File: src/rtl/quad_enc_pkg.sv
// Shared definitions for the quadrature encoder interface: decode modes,
// the forward Gray sequence and a transition classifier.
package quad_enc_pkg;

  localparam logic [1:0] MODE_X1 = 2'd0;
  localparam logic [1:0] MODE_X2 = 2'd1;
  localparam logic [1:0] MODE_X4 = 2'd2;

  // Forward rotation walks {A,B} through 00 -> 01 -> 11 -> 10 -> 00
  localparam logic [1:0] FWD_S0 = 2'b00;
  localparam logic [1:0] FWD_S1 = 2'b01;
  localparam logic [1:0] FWD_S2 = 2'b11;
  localparam logic [1:0] FWD_S3 = 2'b10;

  typedef enum logic [1:0] {
    XITION_NONE,
    XITION_FWD,
    XITION_REV,
    XITION_ILLEGAL
  } xition_t;

  function automatic logic [1:0] fwd_next(input logic [1:0] ab);
    logic [1:0] nxt;
    case (ab)
      FWD_S0:  nxt = FWD_S1;
      FWD_S1:  nxt = FWD_S2;
      FWD_S2:  nxt = FWD_S3;
      default: nxt = FWD_S0;
    endcase
    return nxt;
  endfunction

  function automatic xition_t classify(input logic [1:0] prev, input logic [1:0] cur);
    xition_t x;
    if (prev == cur)                x = XITION_NONE;
    else if (cur == fwd_next(prev)) x = XITION_FWD;
    else if (prev == fwd_next(cur)) x = XITION_REV;
    else                            x = XITION_ILLEGAL;
    return x;
  endfunction

endpackage

File: src/rtl/quad_input_filter.sv
// One encoder channel: metastability synchroniser followed by a stability
// filter that only accepts a new level after FILT_LEN consecutive cycles.
module quad_input_filter #(
  parameter int SYNC_STAGES = 2,
  parameter int FILT_LEN    = 4
) (
  input  logic clk,
  input  logic rst,
  input  logic raw,
  output logic level
);

  localparam int              CNT_W    = $clog2(FILT_LEN + 1);
  localparam logic [CNT_W-1:0] CNT_LAST = CNT_W'(FILT_LEN - 1);

  logic [SYNC_STAGES-1:0] sync_p0;
  logic [CNT_W-1:0]       cnt;
  logic                   synced;

  assign synced = sync_p0[SYNC_STAGES-1];

  always_ff @(posedge clk or posedge rst) begin
    if (rst) begin
      sync_p0 <= '0;
      cnt     <= '0;
      level   <= 1'b0;
    end else begin
      sync_p0 <= {sync_p0[SYNC_STAGES-2:0], raw};
      // ---- filter stage: synced level must persist before it is accepted
      if (synced == level) begin
        cnt <= '0;
      end else if (cnt == CNT_LAST) begin
        level <= synced;
        cnt   <= '0;
      end else begin
        cnt <= cnt + CNT_W'(1);
      end
    end
  end

endmodule

File: src/rtl/quad_encoder_counter.sv
// Quadrature decoder with x1/x2/x4 step qualification, a wrapping signed
// position count and a saturating per-window velocity count.
module quad_encoder_counter
  import quad_enc_pkg::*;
#(
  parameter int POS_W       = 32,
  parameter int VEL_W       = 16,
  parameter int SYNC_STAGES = 2,
  parameter int FILT_LEN    = 4
) (
  input  logic                    clk,
  input  logic                    rst,
  input  logic                    quad_a,
  input  logic                    quad_b,
  input  logic [1:0]              mode,
  input  logic                    sample,
  input  logic                    pos_clear,
  input  logic                    err_clear,
  output logic signed [POS_W-1:0] position,
  output logic signed [VEL_W-1:0] velocity,
  output logic                    vel_valid,
  output logic                    dir,
  output logic                    err
);

  localparam int ARM_CYC = SYNC_STAGES + FILT_LEN + 1;
  localparam int ARM_W   = $clog2(ARM_CYC + 1);
  localparam logic signed [VEL_W-1:0] VEL_MAX = {1'b0, {(VEL_W-1){1'b1}}};
  localparam logic signed [VEL_W-1:0] VEL_MIN = {1'b1, {(VEL_W-1){1'b0}}};

  function automatic logic signed [VEL_W-1:0] vel_sat_add(
    input logic signed [VEL_W-1:0] acc_in,
    input logic signed [1:0]       step_in
  );
    logic signed [VEL_W:0] sum;
    sum = {acc_in[VEL_W-1], acc_in} + (VEL_W+1)'(step_in);
    if (sum[VEL_W] != sum[VEL_W-1]) return sum[VEL_W] ? VEL_MIN : VEL_MAX;
    return sum[VEL_W-1:0];
  endfunction

  logic              a_p0, b_p0;
  logic [1:0]        ab_p0, ab_p1;
  logic [ARM_W-1:0]  arm_cnt;
  logic              armed;
  xition_t           xition;
  logic              a_change, a_rise, qualify, illegal;
  logic signed [1:0] step;
  logic signed [VEL_W-1:0] acc;

  quad_input_filter #(.SYNC_STAGES(SYNC_STAGES), .FILT_LEN(FILT_LEN)) u_filt_a (
    .clk(clk), .rst(rst), .raw(quad_a), .level(a_p0)
  );
  quad_input_filter #(.SYNC_STAGES(SYNC_STAGES), .FILT_LEN(FILT_LEN)) u_filt_b (
    .clk(clk), .rst(rst), .raw(quad_b), .level(b_p0)
  );

  assign ab_p0 = {a_p0, b_p0};
  assign armed = (arm_cnt == ARM_W'(ARM_CYC));

  // ---- decode stage: previous vs current filtered pair
  always_comb begin
    xition   = classify(ab_p1, ab_p0);
    a_change = ab_p1[1] ^ ab_p0[1];
    a_rise   = ~ab_p1[1] & ab_p0[1];
    case (mode)
      MODE_X1: qualify = a_rise;
      MODE_X2: qualify = a_change;
      default: qualify = 1'b1;
    endcase
    qualify = qualify & armed & ((xition == XITION_FWD) | (xition == XITION_REV));
    illegal = armed & (xition == XITION_ILLEGAL);
    step    = qualify ? ((xition == XITION_FWD) ? 2'sd1 : -2'sd1) : 2'sd0;
  end

  // ---- count stage: position, window accumulator and flags
  always_ff @(posedge clk or posedge rst) begin
    if (rst) begin
      arm_cnt   <= '0;
      ab_p1     <= '0;
      position  <= '0;
      acc       <= '0;
      velocity  <= '0;
      vel_valid <= 1'b0;
      dir       <= 1'b0;
      err       <= 1'b0;
    end else begin
      if (!armed) arm_cnt <= arm_cnt + ARM_W'(1);
      ab_p1 <= ab_p0;

      if (pos_clear) position <= '0;
      else           position <= position + POS_W'(step);

      if (qualify) dir <= (xition == XITION_REV);

      if (illegal)        err <= 1'b1;
      else if (err_clear) err <= 1'b0;

      // A step landing on the strobe cycle closes with the old window
      vel_valid <= sample;
      if (sample) begin
        velocity <= vel_sat_add(acc, step);
        acc      <= '0;
      end else begin
        acc <= vel_sat_add(acc, step);
      end
    end
  end

endmodule

File: config.mk
export PLATFORM = sky130hd
export DESIGN_NAME = quad_encoder_counter
export DESIGN_NICKNAME = d
export VERILOG_FILES = /design/src/rtl/quad_enc_pkg.sv /design/src/rtl/quad_input_filter.sv /design/src/rtl/quad_encoder_counter.sv
export SDC_FILE = /design/constraint.sdc
export NUM_CORES = 1
export LEC_CHECK = 0
export ABC_AREA = 1
export CORE_ASPECT_RATIO = 1.5
export CORE_MARGIN = 2
export CORE_UTILIZATION = 45
export CTS_BUF_LIST = sky130_fd_sc_hd__clkbuf_4 sky130_fd_sc_hd__clkbuf_8 sky130_fd_sc_hd__clkbuf_16
export CTS_CLUSTER_DIAMETER = 80
export CTS_CLUSTER_SIZE = 14
export DETAILED_ROUTE_END_ITERATION = 7
export HOLD_SLACK_MARGIN = 0.02
export PLACE_DENSITY = 0.73
export SYNTH_ARGS = -nofsm -noshare
export SYNTH_HDL_FRONTEND = slang
export SYNTH_SLANG_ARGS = --single-unit
File: constraint.sdc
create_clock -name clk -period 4.4 [get_ports clk]
set_input_delay 0.88 -clock clk [delete_from_list [all_inputs] [get_ports clk]]
set_output_delay 0.88 -clock clk [all_outputs]
set_load 0.02 [all_outputs]
## After elaboration in Yosys (flattened, before gate mapping)

Cells that the tools add are included.

| storage, ports and cells | value |
|---|---|
| register bits | 84 |
| bits of input ports | 9 |

| cells by class | value |
|---|---|
| $add $sub $neg | 5 |
| equality and inequality tests | 17 |
| mux-type cells | 26 |
| bitwise operators | 9 |
| reductions and logical operators | 6 |

Operator list:

| kind | number |
|---|---|
| $mux 16 | 5 |
| $add 32x2->32 | 1 |
| $mux 32 | 1 |
| $add 16x2->17 | 1 |
| $mux 2 | 7 |
| $mux 3 | 4 |
| $pmux 2 s3 | 2 |
| $add 3x1->3 const B | 3 |
| $eq 2x1->1 const B | 4 |
| $eq 2x2->1 const B | 4 |
| $eq 2x2->1 | 3 |
| $eq 3x2->1 const B | 2 |
| $logic_not 2->1 | 3 |
| $mux 1 | 6 |
| $and 1x1->1 | 4 |
| $reduce_and 2->1 | 2 |
| $eq 3x3->1 const B | 1 |
| $not 1->1 | 3 |
| $eq 1x1->1 | 2 |
| $pmux 1 s2 | 1 |
| $reduce_bool 2->1 | 1 |
| $ne 1x1->1 | 1 |
| $or 1x1->1 | 1 |
| $xor 1x1->1 | 1 |

## Longest topological paths before layout

Gate-level depths: netlist of run 1.

| depth | value |
|---|---|
| word-level depth | 20 |
| depth in mapped cells | 29 |
| gate-level depth less buffers | 27 |

## Modules after synthesis

A second synthesis of run 1 with hierarchy kept.

| unflattened totals | value |
|---|---|
| cell total of the unflattened synthesis | 876 |
| area total of the unflattened synthesis | 5979.5 sq um |

Modules (own cells, without submodules):

| module | instances | cells an instance | area each (sq um) |
|---|---|---|---|
| quad_encoder_counter | 1 | 824 | 5494.0 |
| quad_input_filter | 2 | 26 | 242.7 |

## Worst setup path before layout of run 1

Ideal clock, no wire load.

| path | value |
|---|---|
| path type | register to register |
| start point | register u_filt_a.level |
| end point | register velocity[5] |
| library setup time | 117 ps |
| arrival time | 3394 ps |
| slack | 888 ps |
| stages on the path, launching flop included | 24 |
| path buffers | 4 |
| period minus slack after synthesis | 3512 ps |
| cell sequence | dfrtp_1 > ha_1 > nand2_1 > nand2_1 > inv_1 > ha_1 > nor2_8 > nand3_4 > inv_2 > buf_2 > buf_2 > buf_2 > ha_1 > inv_1 > o21bai_1 > nor2_1 > nand3_1 > nand2_2 > nand2_4 > buf_6 > nand2_2 > nand2_1 > nand2_1 > nand2_1 |

| on the way | value |
|---|---|
| cells in the longest elaborated chain, start to end | 17 |

Ends and longest elaborated chain:

| what | RTL line | RTL |
|---|---|---|
| from (decl) | quad_input_filter.sv:10 | `output logic level` |
| from (signal assigned) | quad_input_filter.sv:33 | `level <= synced;` |
| $eq 2x2->1, or another cell as far along | quad_enc_pkg.sv:24 | `case (ab)` |
| $pmux 2 s3 | quad_enc_pkg.sv:24 |  |
| $mux 2 | quad_enc_pkg.sv:36 | `else if (cur == fwd_next(prev)) x = XITION_FWD;` |
| $mux 2 | quad_enc_pkg.sv:35 | `if (prev == cur) x = XITION_NONE;` |
| $eq 2x2->1 | quad_enc_pkg.sv:37 | `else if (prev == fwd_next(cur)) x = XITION_REV;` |
| $mux 1 | quad_enc_pkg.sv:37 |  |
| $mux 2 | quad_enc_pkg.sv:36 |  |
| $mux 2 | quad_enc_pkg.sv:35 |  |
| $eq 2x1->1 or $eq 2x2->1 (tied branches) | quad_encoder_counter.sv:70, quad_encoder_counter.sv:72 |  |
| $or 1x1->1 | quad_encoder_counter.sv:70 | `qualify = qualify & armed & ((xition == XITION_FWD) \| (xition == XITION_REV));` |
| $and 1x1->1 | quad_encoder_counter.sv:70 |  |
| $mux 2 * | quad_encoder_counter.sv:72 | `step = qualify ? ((xition == XITION_FWD) ? 2'sd1 : -2'sd1) : 2'sd0;` |
| $add 16x2->17 * | quad_encoder_counter.sv:36 | `sum = {acc_in[VEL_W-1], acc_in} + (VEL_W+1)'(step_in);` |
| $ne 1x1->1 | quad_encoder_counter.sv:37 | `if (sum[VEL_W] != sum[VEL_W-1]) return sum[VEL_W] ? VEL_MIN : VEL_MAX;` |
| $mux 1 | quad_encoder_counter.sv:37 |  |
| $mux 1 | quad_encoder_counter.sv:100 | `if (sample) begin` |
| $mux 16 * | quad_encoder_counter.sv:38 | `return sum[VEL_W-1:0];` |
| to (signal assigned) | quad_encoder_counter.sv:101 | `velocity <= vel_sat_add(acc, step);` |
| to (decl) | quad_encoder_counter.sv:20 | `output logic signed [VEL_W-1:0] velocity,` |

Every way passes the cells marked *; elsewhere a longest branch is shown, timed or not. The select of a mux whose other input is x is not followed.
A chain may end at the register's enable or synchronous reset.

## Final worst setup path of run 1

| path | value |
|---|---|
| start point | register u_filt_a.level |
| end point | register velocity[11] |

The elaborated chain is that of the path after synthesis.

==> impl_metrics.tcl, run 1 <==
set metrics [dict create \
    initialDrtViolationCount 200 \
    cts_resized 0 \
    holdBufCountCts 0 \
    clock_latency_ps 340 \
    cts_tree "yes" \
    status "finished, final reports clean" \
    final_area_um2 6890 \
    die_w_um 97.6 \
    drv_cap 0 \
    cts.clk_slew.worst_paths_ps 70 \
    period_share_pct 87.0 \
    n_antenna_cell 0 \
    antenna_found_initial 0 \
    drv_slew 0 \
    start_util_pct 45.9 \
    start_kind "flip-flop" \
    synth_area_um2 5920 \
    grt_max_degree 54 \
    h-tree-depth 3 \
    max_freq_mhz 261 \
    ys_ff_latch 84 \
    use_met1_pct 24.4 \
    vias 5388 \
    setup.worst_path.start "u_filt_a.level" \
    grt.met3_usage_pct 2.46 \
    syn-num-nets 847 \
    ant_nets 0 \
    rsz0062_at_grt "no" \
    final_layout_size_suffix_gt1_share_pct 10.7 \
    ys_seq_area_share_pct 35.5 \
    finalSetupTns_ps 0 \
    numClockSinks 84 \
    io_buffer_count 59 \
    critical_path_class "flip-flop to flip-flop" \
    routedWlPerCell_um 13.9 \
    hpwlAfterDp_um 10900 \
    drcViolationCount 0 \
    required_ps 4670 \
    postCtsSetupRepairBufs 0 \
    arrival_ps 4100 \
    utilization_pct 53.4 \
    relSlewSlack_pct 49.9 \
    grt.busiest_layer "met2" \
    grt_overflow_total 0 \
    ys.warnings.count 0 \
    hold_viol 0 \
    viasPerCell 5.18 \
    die_area_um2 14100 \
    track_usage_pct 21.4 \
    syn2layout_area_growth_pct 16.3 \
    grt_pass1_vias 5356 \
    critPathMaxFanout 30 \
    cts_root_buffer "clkbuf_16" \
    hp-class "flip-flop to flip-flop" \
    place_area_um2 6600 \
    hold_start "u_filt_a.sync_p0[0]" \
    num-nets-final 901 \
    place_congestion 0.956 \
    totalWireLength_um 14400 \
    fin_crit_ps 3830 \
    cts_buffers 9 \
    core-area_um2 12900 \
    syn_inst 823 \
    grt_pass1_wl_um 24600 \
    clockBufferDepth 2 \
    setup_viol 0 \
    syn_avg_cell_area_um2 7.19 \
    reg2reg_from "u_filt_a.level" \
    rows 51 \
    crit_path_end_kind "flip-flop" \
    grtUsageMet2_pct 40.8 \
    io_pins 60 \
    yosysUniqueCellTypes 47 \
    die_h_um 144 \
    first_pass_iters 5 \
    worst_pin_slew_ps 750 \
    skew_ps 8.20 \
]
==> final timing paths <==
check                                           end  slack, ps  cells after the start
worst min-delay path            u_filt_a.sync_p0[1]        360                      0
min in group asynchronous               position[3]        980                      2
worst max register to register         velocity[11]        570                     23
worst max-delay path                   velocity[11]        570                     23
max in group asynchronous                    acc[8]       2630                      3
worst min register to register  u_filt_a.sync_p0[1]        360                      0
==> per-layer routing <==
metal	part of all wire, %	wire, um	vias to the layer above
met2	53	7690	125
met3	3.7	538	27
li1	-	-	2776
met4	2.6	380	0
met1	40	5810	2460
met5	0	0	-
==> flip-flops by register name (all words and copies together) (netlist names) <==
name              flops
velocity             16
arm_cnt               3
u_filt_a.level        1
position             32
ab_p1                 2
u_filt_b.cnt          3
u_filt_a.sync_p0      2
acc                  16
dir                   1
u_filt_b.level        1
err                   1
u_filt_b.sync_p0      2
u_filt_a.cnt          3
vel_valid             1
==> cell usage in the layout, fill, tap and decap left out, types with 3 or more instances in the layout <==
master and instances:
nand2_1 250, inv_1 87, dfrtp_1 84, nor2_1 81, clkdlybuf4s50_1 59, a21oi_1 51
nand3_1 34, o21ai_0 30, nand2_2 24, xor2_1 23, o41ai_1 22, ha_1 15
nor2_2 13, xnor2_1 11, inv_2 10, nand4_1 10, clkbuf_16 9, a41oi_1 8
buf_4 5, nand3_2 4, nor3_1 4, o21bai_1 4, o21ai_2 3, nand3b_1 3
o21ai_1 3, nand2_4 3, inv_6 3
==> through the flow <==
step / cells / setup WS (ps) / hold WS, ps
2_1_floorplan: 823 / 888 / 331
3_5_place_dp: 1025 / 489 / 343
5_1_grt: 1041 / 170 / 363
4_1_cts: 1041 / 544 / 359
3_3_place_gp: 1025 / 514 / 335
6_report: 1041 / 571 / 357
==> cells in the mapped netlist, drive strengths merged <==
| cell | count | area (um2) |
|---|---|---|
| a21boi | 2 | 15.0 |
| xor2 | 23 | 201 |
| dfrtp | 84 | 2100 |
| nand3b | 3 | 22.5 |
| nor3 | 5 | 36.3 |
| o21bai | 6 | 60.1 |
| inv | 98 | 368 |
| or2 | 3 | 21.3 |
| o21ai | 36 | 191 |
| mux2 | 2 | 22.5 |
| a21oi | 53 | 280 |
| xnor2 | 11 | 96.3 |
| o21a | 1 | 7.51 |
| nand3 | 39 | 228 |
| and3 | 1 | 6.26 |
| buf | 17 | 146 |
| nand4 | 10 | 62.6 |
| o31ai | 1 | 7.51 |
| nor2 | 97 | 428 |
| a41oi | 8 | 70.1 |
| clkinv | 1 | 3.75 |
| a31oi | 1 | 6.26 |
| o41ai | 22 | 193 |
| clkbuf | 5 | 18.8 |
| nor3b | 2 | 15.0 |
| ha | 15 | 188 |
| nand2 | 277 | 1120 |
==> kinds of logic (layout without fill, tap and decap cells) <==
group | Yosys count | in the layout | share of synthesized area, %
flip-flops | 84 | 84 | 35.5
buffers and inverters | 121 | 180 | 9.07
AO/OA/AOI/OAI | 130 | 130 | 14.0
XOR/XNOR | 34 | 34 | 5.03
adder cells (fa/ha/maj) | 15 | 15 | 3.17
AND/OR/NAND/NOR | 437 | 437 | 32.8
multiplexers | 2 | 2 | 0.380
==> final cells by class <==
cell class | count | area (um2)
Tap cell | 159 | 199
Sequential cell | 84 | 2100
Inverter | 99 | 373
Multi-Input combinational cell | 618 | 3280
Fill cell | 1252 | 6000
Clock inverter | 7 | 58.8
Timing Repair Buffer | 65 | 648
Clock buffer | 9 | 225
==> worst max-delay path, cell delays in order (launching register included) <==
cell and delay (ps):
dfrtp_1 440, ha_1 330, nand2_1 70, nand2_1 100, inv_1 60, ha_1 360, nor2_8 190, nand3_4 120
inv_2 340, buf_4 250, nand2_1 60, nand2_1 120, inv_1 80, nand3_1 110, nor2_1 50, nand2_1 80
nand2_1 50, nand2_1 70, nand2_2 70, inv_2 70, nand3_2 400, nand2_1 210, nand2_1 60, nand2_1 70
Power of run 1 is left out: the tool's default activity adds up to more than one toggle a clock period on the data nets, which glitch-free logic cannot reach.
==> inputs of run 2 (changes only) <==
--- a/config.mk
+++ b/config.mk
@@ -15,6 +15,7 @@
 export DETAILED_ROUTE_END_ITERATION = 7
 export HOLD_SLACK_MARGIN = 0.02
 export PLACE_DENSITY = 0.73
+export SETUP_SLACK_MARGIN = 0.05
 export SYNTH_ARGS = -nofsm -noshare
 export SYNTH_HDL_FRONTEND = slang
 export SYNTH_SLANG_ARGS = --single-unit
==> results of run 2 <==
The final DEF is identical to that of run 1; final timing and power are the same.
Power of run 2 is left out for the same reason.
==> inputs of run 3 (changes only) <==
--- a/config.mk
+++ b/config.mk
@@ -6,7 +6,7 @@
 export NUM_CORES = 1
 export LEC_CHECK = 0
 export ABC_AREA = 1
-export CORE_ASPECT_RATIO = 1.5
+export CORE_ASPECT_RATIO = 1.2
 export CORE_MARGIN = 2
 export CORE_UTILIZATION = 45
 export CTS_BUF_LIST = sky130_fd_sc_hd__clkbuf_4 sky130_fd_sc_hd__clkbuf_8 sky130_fd_sc_hd__clkbuf_16
==> run 3 against run 2 <==
Compared with the run above: setup slack got worse by 4.8 ps; critical endpoint is now velocity[2]; global-route usage barely moved; first-iteration DRC count rose by 44%; sequential share of layout area barely moved.
==> impl_metrics.tcl, run 3 (same netlist as run 1, synthesis figures left out) <==
set metrics [dict create \
    status "finished, final reports clean" \
    antenna_found_initial 0 \
    cts_resized 0 \
    required_ps 4680 \
    top_regs "position x32, acc x16, velocity x16" \
    drv_cap 0 \
    postCtsSetupRepairBufs 0 \
    max_freq_mhz 261 \
    path_cells "ha_1 -> nand2_1 -> nand2_1 -> inv_1 -> ha_1 -> nor2_8 -> nand3_4 -> inv_2 -> ha_1 -> inv_1 -> o21bai_1 -> nor2_1 -> nand2_1 -> nand2_1 -> nand2_2 -> inv_2 -> nand3_2 -> nand2_1 -> nand2_1 -> nand2_1" \
    hpwlAfterDp_um 10500 \
    drcViolationCount 0 \
    vias 5432 \
    h-tree-depth 3 \
    cts_root_buffer "clkbuf_16" \
    grt_pass1_vias 5132 \
    clock_latency_ps 340 \
    final_common_cell "nand2_1" \
    slowest_stage "dfrtp_1" \
    setup_viol 0 \
    largest_reg_flops 32 \
    drv_slew 0 \
    fin_crit_ps 3830 \
    n_antenna_cell 0 \
    cts_tree "yes" \
    ant_nets 0 \
    num-nets-final 901 \
    totalWireLength_um 14300 \
    holdBufCountCts 0 \
    place_inst 1030 \
    rsz0062_at_grt "no" \
    core-area_um2 12700 \
    cts.clk_slew.worst_paths_ps 70 \
    top_register "position" \
    routedWlPerCell_um 13.7 \
    hold_viol 0 \
    track_usage_pct 21.4 \
    relSlewSlack_pct 48.9 \
    layout_common_cells "nand2_1, inv_1, dfrtp_1" \
    die_h_um 130 \
    crit_path_end_kind "flip-flop" \
    finalSetupTns_ps 0 \
    io_pins 60 \
    clockBufferDepth 2 \
    skew_ps 6.37 \
    stdcell_count 1046 \
    cts_buffers 9 \
    nFillCells 1242 \
    place_congestion 0.885 \
    viasPerCell 5.19 \
    cpPeakStageDelay_ps 440 \
    critPathMaxFanout 30 \
    arrival_ps 4120 \
    start_kind "flip-flop" \
    worst_pin_slew_ps 765 \
    die_w_um 109 \
    syn2layout_area_growth_pct 16.5 \
    hp-class "flip-flop to flip-flop" \
    grt_overflow_total 0 \
    die_area_um2 14100 \
    io_buffer_count 59 \
    grt_pass1_wl_um 24100 \
    grt_max_degree 54 \
    numClockSinks 84 \
    cp_common_cell "nand2_1" \
    period_share_pct 87.1 \
    initialDrtViolationCount 288 \
    rows 45 \
    critical_path_class "flip-flop to flip-flop" \
    start_util_pct 46.5 \
    first_pass_iters 5 \
    final_layout_size_suffix_gt1_share_pct 10.7 \
]
[run 3: changes by cell type in the layout (fill, tap and decap cells not counted)]
cell / change
clkbuf_8: +1
clkinvlp_4: +1
inv_6: -1
inv_8: -1
[run 3: critical path, delay by kind of cell (launching register included)]
family,cells,cell delay (ps)
buffers and inverters,4,580
adders and majority gates,3,1050
and+or+nand+nor,12,1570
DFF,1,440
AOI/OAI and AO/OA,1,100
[run 3: final cells by class]
type	instances	area, um2	share of cell area, %
clock buffer	10	239	3.47
clock inverter	6	46.3	0.672
inverter	99	373	5.41
multi-input combinational	618	3280	47.6
sequential	84	2100	30.5
tap	164	205	2.98
timing repair buffer	65	648	9.40
[run 3: worst paths after layout]
check	cells past startpoint	end	slack, ps	startpoint
worst min register to register	0	u_filt_a.sync_p0[1]	360	u_filt_a.sync_p0[0]
worst max register to register	20	velocity[2]	570	u_filt_a.level
worst max-delay path	20	velocity[2]	570	u_filt_a.level
max in group asynchronous	3	velocity[14]	2630	rst
min in group asynchronous	2	u_filt_a.cnt[0]	970	rst
worst min-delay path	0	u_filt_a.sync_p0[1]	360	u_filt_a.sync_p0[0]
[run 3: through the flow]
step	utilization (%)	setup WS [ps]	hold slack, ps	cell area [um2]
after floorplan	-	888	331	5920
after global placement	51.9	545	334	6610
after detailed placement	51.9	483	343	6610
after CTS	54.2	545	359	6890
after global routing	54.2	154	370	6890
final	54.2	566	356	6890
[run 3: per-layer routing]
layer / routed length [um] / vias to the layer above / GRT usage (%)
met1: 6250 / 2509 / 27.3
li1: - / 2769 / -
met2: 7190 / 128 / 37.1
met5: 0 / - / 0
met4: 334 / 0 / 8.45
met3: 520 / 26 / 2.31
Power of run 3 is left out for the same reason.
==> variant 1, RTL diff (settings of run 1) <==
The parameter `VEL_W` goes from 16 to 12.
--- a/src/rtl/quad_encoder_counter.sv
+++ b/src/rtl/quad_encoder_counter.sv
@@ -4,7 +4,7 @@
   import quad_enc_pkg::*;
 #(
   parameter int POS_W       = 32,
-  parameter int VEL_W       = 16,
+  parameter int VEL_W       = 12,
   parameter int SYNC_STAGES = 2,
   parameter int FILT_LEN    = 4
 ) (
Interface: changed (resized velocity); port bits go from 60 to 56. No check against the original RTL was run, so the function may have changed too.
==> variant 1 against run 1 <==
- synthesized cell count is 4.4% lower
- worst setup slack worse by 36 ps
- final area is 5.2% lower
- utilization is 0.91 points higher
- sequential share of layout area is 1.4 points lower
- hold slack worse by 7.2 ps
- area after synthesis is 6.2% lower
- routed wire length is 6.8% higher
- count of clock-buffer cells in the layout is 3 higher
- sequential cell count is 8 lower
Power is not shown: default switching activity piles up to over one toggle a cycle in this logic, so the estimate is an artifact.
==> variant 1: results (changes against run 1) <==
worst_setup_path:
  r2r-end: "position[20]"  # was velocity[11]
  path_delay_family: "simple AND/OR/NAND/NOR gates"  # unchanged
  cp_max_fo: 43  # was 30
  critPathSlowestCell: "dfrtp_1"  # unchanged
  critPathMaxStageDelay_ps: 450
  reg2reg_from: "u_filt_a.level"  # unchanged
  r2r_cells: 23  # unchanged
  regToRegSetupSlack_ps: 530  # was 570 ps
finish:
  drive_gt1_share_pct: 9.38  # was 10.7%
  nNetsFinal: 861  # was 901
  top_regs: "position x32, acc x12, velocity x12"  # was position x32, acc x16, velocity x16
  n_antenna_cell: 0  # unchanged
  fillers: 1206  # was 1252
clock_network:
  cts_setup_buffers: 0  # unchanged
  cts_resized: 0  # unchanged
  cts_buffers: 9  # unchanged
  htree_levels: 3  # unchanged
  path_clk_slew_ps: 60
  cts_root_buffer: "clkbuf_16"  # unchanged
  clock_path_buffers: 2  # unchanged
  clock_latency_ps: 340  # about the same
synthesis:
  synth_cell_type_count: 46  # was 47
  synth_nets: 811  # was 847
  yosys-top-cells-count: "nand2_1 (256), inv_1 (85), dfrtp_1 (76)"  # was nand2_1 (250), inv_1 (88), dfrtp_1 (84)
  async_reset_ff_share_pct: 100  # unchanged
  ys_seq_area_share_pct: 34.2  # was 35.5%
  yosysWarnings: 0  # unchanged
  synth.area.top_cells: "dfrtp_1 (34%), nand2_1 (17%), inv_1 (5.7%), a21oi_1 (4.8%), nor2_1 (4.7%)"  # was dfrtp_1 (36%), nand2_1 (16%), inv_1 (5.6%), nor2_1 (5.1%), a21oi_1 (4.3%)
drt:
  wl_um: 15400  # was 14400 um
  dr_total_vias: 5338  # was 5388
  drtIter0Drc: 227  # was 200
  drt_first_pass_iters: 5  # unchanged
min_path:
  hold_depth: 0  # unchanged
  hold_class: "register to register"  # unchanged
  hold_end: "u_filt_a.sync_p0[1]"  # unchanged
placed_design:
  dp_hpwl_um: 11600  # was 10900 um
  io_buffer_count: 55  # was 59
  globalplace.congestion: 0.982  # was 0.956
  pre_cts_slack_ps: 522  # was 489 ps
global_route:
  grt_start_max_net_pins: 51  # was 54
  grtUsageTotal_pct: 24.7  # was 21.4%
  grt_pass1_wl_um: 25700  # was 24600 um
  antenna_found_initial: 0  # unchanged
sta:
  fin_skew_ps: 8.52  # was 8.20 ps
  tightestPinTransition_ps: 902  # was 750 ps
outcome:
  status: "completed"  # unchanged
==> variant 1: cell count changes in the layout (fill, tap and decap cells not counted), sizes merged, moves of 6 or more <==
cell and delta:
dfrtp -8, inv -11, nor3 +6, nor2 -9, nand4 +6, nand2 -9
==> variant 1: cell type report <==
type,instances,area share (%)
repair buffers,63,9.74
well taps,153,2.93
flip-flops and latches,76,29.1
multi-input cells,596,48.0
clock inverters,4,0.843
clock buffers,12,4.08
inverters,91,5.25
==> variant 1: logic make-up after synthesis <==
logic type / count (synthesis) / share of synthesized area [%]
flip-flops: 76 / 34.2
AND/OR/NAND/NOR: 427 / 33.3
adder cells (fa/ha/maj): 15 / 3.38
multiplexers: 2 / 0.405
XOR/XNOR: 28 / 5.43
AO/OA/AOI/OAI: 124 / 13.9
buffers and inverters: 115 / 9.30
==> variant 1: worst max-delay path by stage <==
stage | from | end | slack (ps)
2_1_floorplan | u_filt_a.level | velocity[3] | 1100
3_3_place_gp | mode[0] | position[20] | 570
3_5_place_dp | mode[0] | position[20] | 520
4_1_cts | u_filt_a.level | position[20] | 560
5_1_grt | u_filt_a.level | position[20] | 210
6_report | u_filt_a.level | position[20] | 530
==> variant 1: routing by layer <==
layer | vias to the layer above | wire (um) | GRT usage [%]
met2 | 150 | 8110 | 43.8
met4 | 0 | 651 | 12.1
met5 | - | 0 | 0
met1 | 2470 | 6050 | 28.6
met3 | 44 | 586 | 3.28
li1 | 2674 | - | -
==> variant 1: through the flow <==
stage               cell area [um^2]  hold WS [ps]  instances
global placement                6210           334        979
finish                          6530           350        995
CTS                             6530           354        995
detailed placement              6210           341        979
global route                    6530           365        995
floorplan                       5550           331        787
==> variant 2, RTL diff (config.mk and constraints of run 1) <==
Made on the original files. Reset style: synchronous (`rst`), changed in 2 clocked blocks.
--- a/src/rtl/quad_input_filter.sv
+++ b/src/rtl/quad_input_filter.sv
@@ -19,7 +19,7 @@
 
   assign synced = sync_p0[SYNC_STAGES-1];
 
-  always_ff @(posedge clk or posedge rst) begin
+  always_ff @(posedge clk) begin
     if (rst) begin
       sync_p0 <= '0;
       cnt     <= '0;
--- a/src/rtl/quad_encoder_counter.sv
+++ b/src/rtl/quad_encoder_counter.sv
@@ -73,7 +73,7 @@
   end
 
   // ---- count stage: position, window accumulator and flags
-  always_ff @(posedge clk or posedge rst) begin
+  always_ff @(posedge clk) begin
     if (rst) begin
       arm_cnt   <= '0;
       ab_p1     <= '0;
Formal check against the unedited RTL: differs if rst is asserted again (counterexample within 4 cycles, from zero or initial values and one cycle with rst high); with rst held inactive, the same outputs for 10 cycles.
==> variant 2 against run 1 <==
- worst setup slack better by 59 ps
- final area shrank 5.1%
- maximum frequency grew 1.6%
- first-iteration DRC count rose by 17%
- non-clock buffer count grew 2
- area after synthesis shrank 6.3%
- routed wire length is 0.25% higher
- sequential cell count stayed put
- clock skew is 1.6 ps lower
Power is left out: it rests on default switching activity, and per cell area and clock period it moved more than threefold.
==> variant 2: results (changes against run 1) <==
outcome:
  status: "completed"  # unchanged
sta:
  fin_skew_ps: 6.56  # was 8.20 ps
  relSlewSlack_pct: 57.0  # was 49.9%
finish:
  fillers: 1215  # was 1252
  drive_gt1_share_pct: 6.93  # was 10.7%
  stdcell_count: 1105  # was 1041
  nNetsFinal: 970  # was 901
min_path:
  hold_end: "u_filt_b.sync_p0[1]"  # was u_filt_a.sync_p0[1]
  hold_start: "u_filt_b.sync_p0[0]"  # was u_filt_a.sync_p0[0]
  hold_depth: 2  # was 0
global_route:
  grt_start_max_net_pins: 31  # was 54
  grtUsageTotal_pct: 22.7  # was 21.4%
  grt_pass1_wl_um: 24200  # was 24600 um
  antenna_found_initial: 0  # unchanged
  first_global_vias: 5420  # was 5356
drt:
  drt_first_pass_iters: 7  # was 5
  dr_total_vias: 5630  # was 5388
  drtIter0Drc: 234  # was 200
  wl_um: 14500  # was 14400 um
synthesis:
  synth.area.top_cells: "dfxtp_1 (30%), nand2_1 (20%), inv_1 (7.6%), nor2_1 (7.6%), a21oi_1 (5.1%)"  # was dfrtp_1 (36%), nand2_1 (16%), inv_1 (5.6%), nor2_1 (5.1%), a21oi_1 (4.3%)
  ys_seq_area_share_pct: 30.3  # was 35.5%
  async_reset_ff_share_pct: 0  # was 100%
  synth_nets: 914  # was 847
  synthFlopType: "dfxtp_1"  # was dfrtp_1
  synth_area_per_cell_um2: 6.23  # was 7.19 um^2
  synth_cell_type_count: 40  # was 47
  yosys-top-cells-count: "nand2_1 (290), inv_1 (113), nor2_1 (113)"  # was nand2_1 (250), inv_1 (88), dfrtp_1 (84)
  yosysWarnings: 0  # unchanged
worst_setup_path:
  reg2reg_from: "u_filt_a.level"  # unchanged
  r2r_cells: 25  # was 23
  regToRegSetupSlack_ps: 630  # was 570 ps
  critPathSlowestCell: "dfxtp_1"  # was dfrtp_1
  cp_max_fo: 23  # was 30
  r2r-end: "position[22]"  # was velocity[11]
  critPathMaxStageDelay_ps: 360  # was 440 ps
  worstPathArrival_ps: 4010  # was 4100 ps
clock_network:
  cts_root_buffer: "clkbuf_16"  # unchanged
  clock_path_buffers: 2  # unchanged
placed_design:
  dp_hpwl_um: 11000  # was 10900 um
  pre_cts_slack_ps: 644  # was 489 ps
  globalplace.congestion: 0.981  # was 0.956
## variant 2: logic make-up after synthesis
family                     count (synthesis)  synth area share, %
AOI/OAI and AO/OA                        139                 15.6
xor gates and xnor gates                  17                 2.68
adders and majority gates                 14                 3.16
buffers and inverters                    151                 11.4
DFF                                       84                 30.3
and+or+nand+nor                          486                 36.9
## variant 2: how the worst max path moves through the flow
stage / startpoint / endpoint / slack, ps / depth (start not counted)
2_1_floorplan: ab_p1[1] / position[30] / 1200 / 25
3_3_place_gp: mode[0] / position[22] / 700 / 20
3_5_place_dp: ab_p1[1] / position[22] / 640 / 26
4_1_cts: ab_p1[1] / position[22] / 630 / 26
5_1_grt: ab_p1[1] / position[22] / 200 / 26
6_report: u_filt_a.level / position[22] / 630 / 25
## variant 2: critical path: cells and delay by family (launching register included)
kind	cells	cell delay, ps
buffers and inverters	6	540
AND/OR/NAND/NOR	12	1390
adder cells (fa/ha/maj)	3	830
AO/OA/AOI/OAI	4	560
flip-flops	1	360
## variant 2: final cells by class
cell class                 instances  share of cell area, %
clock buffer                      10                   3.66
clock inverter                     6                  0.804
inverter                         129                   7.41
multi-input combinational        656                   49.5
sequential                        84                   25.7
tap                              153                   2.93
timing repair buffer              67                   9.96
## variant 2: per-layer routing
metal / vias to the layer above / share of wire [%] / track usage (%)
met4: 0 / 3.9 / 11.4
met1: 2487 / 42 / 26.1
met3: 43 / 3.6 / 3.12
met2: 133 / 50 / 40.0
li1: 2967 / - / -
met5: - / 0 / 0
## variant 2: stage by stage
step           instance area, um^2  utilization [%]  hold slack, ps
4_1_cts                       6530             54.4             408
6_report                      6530             54.4             407
3_3_place_gp                  6240             51.9             390
2_1_floorplan                 5550                -             388
5_1_grt                       6530             54.4             421
3_5_place_dp                  6240             51.9             395
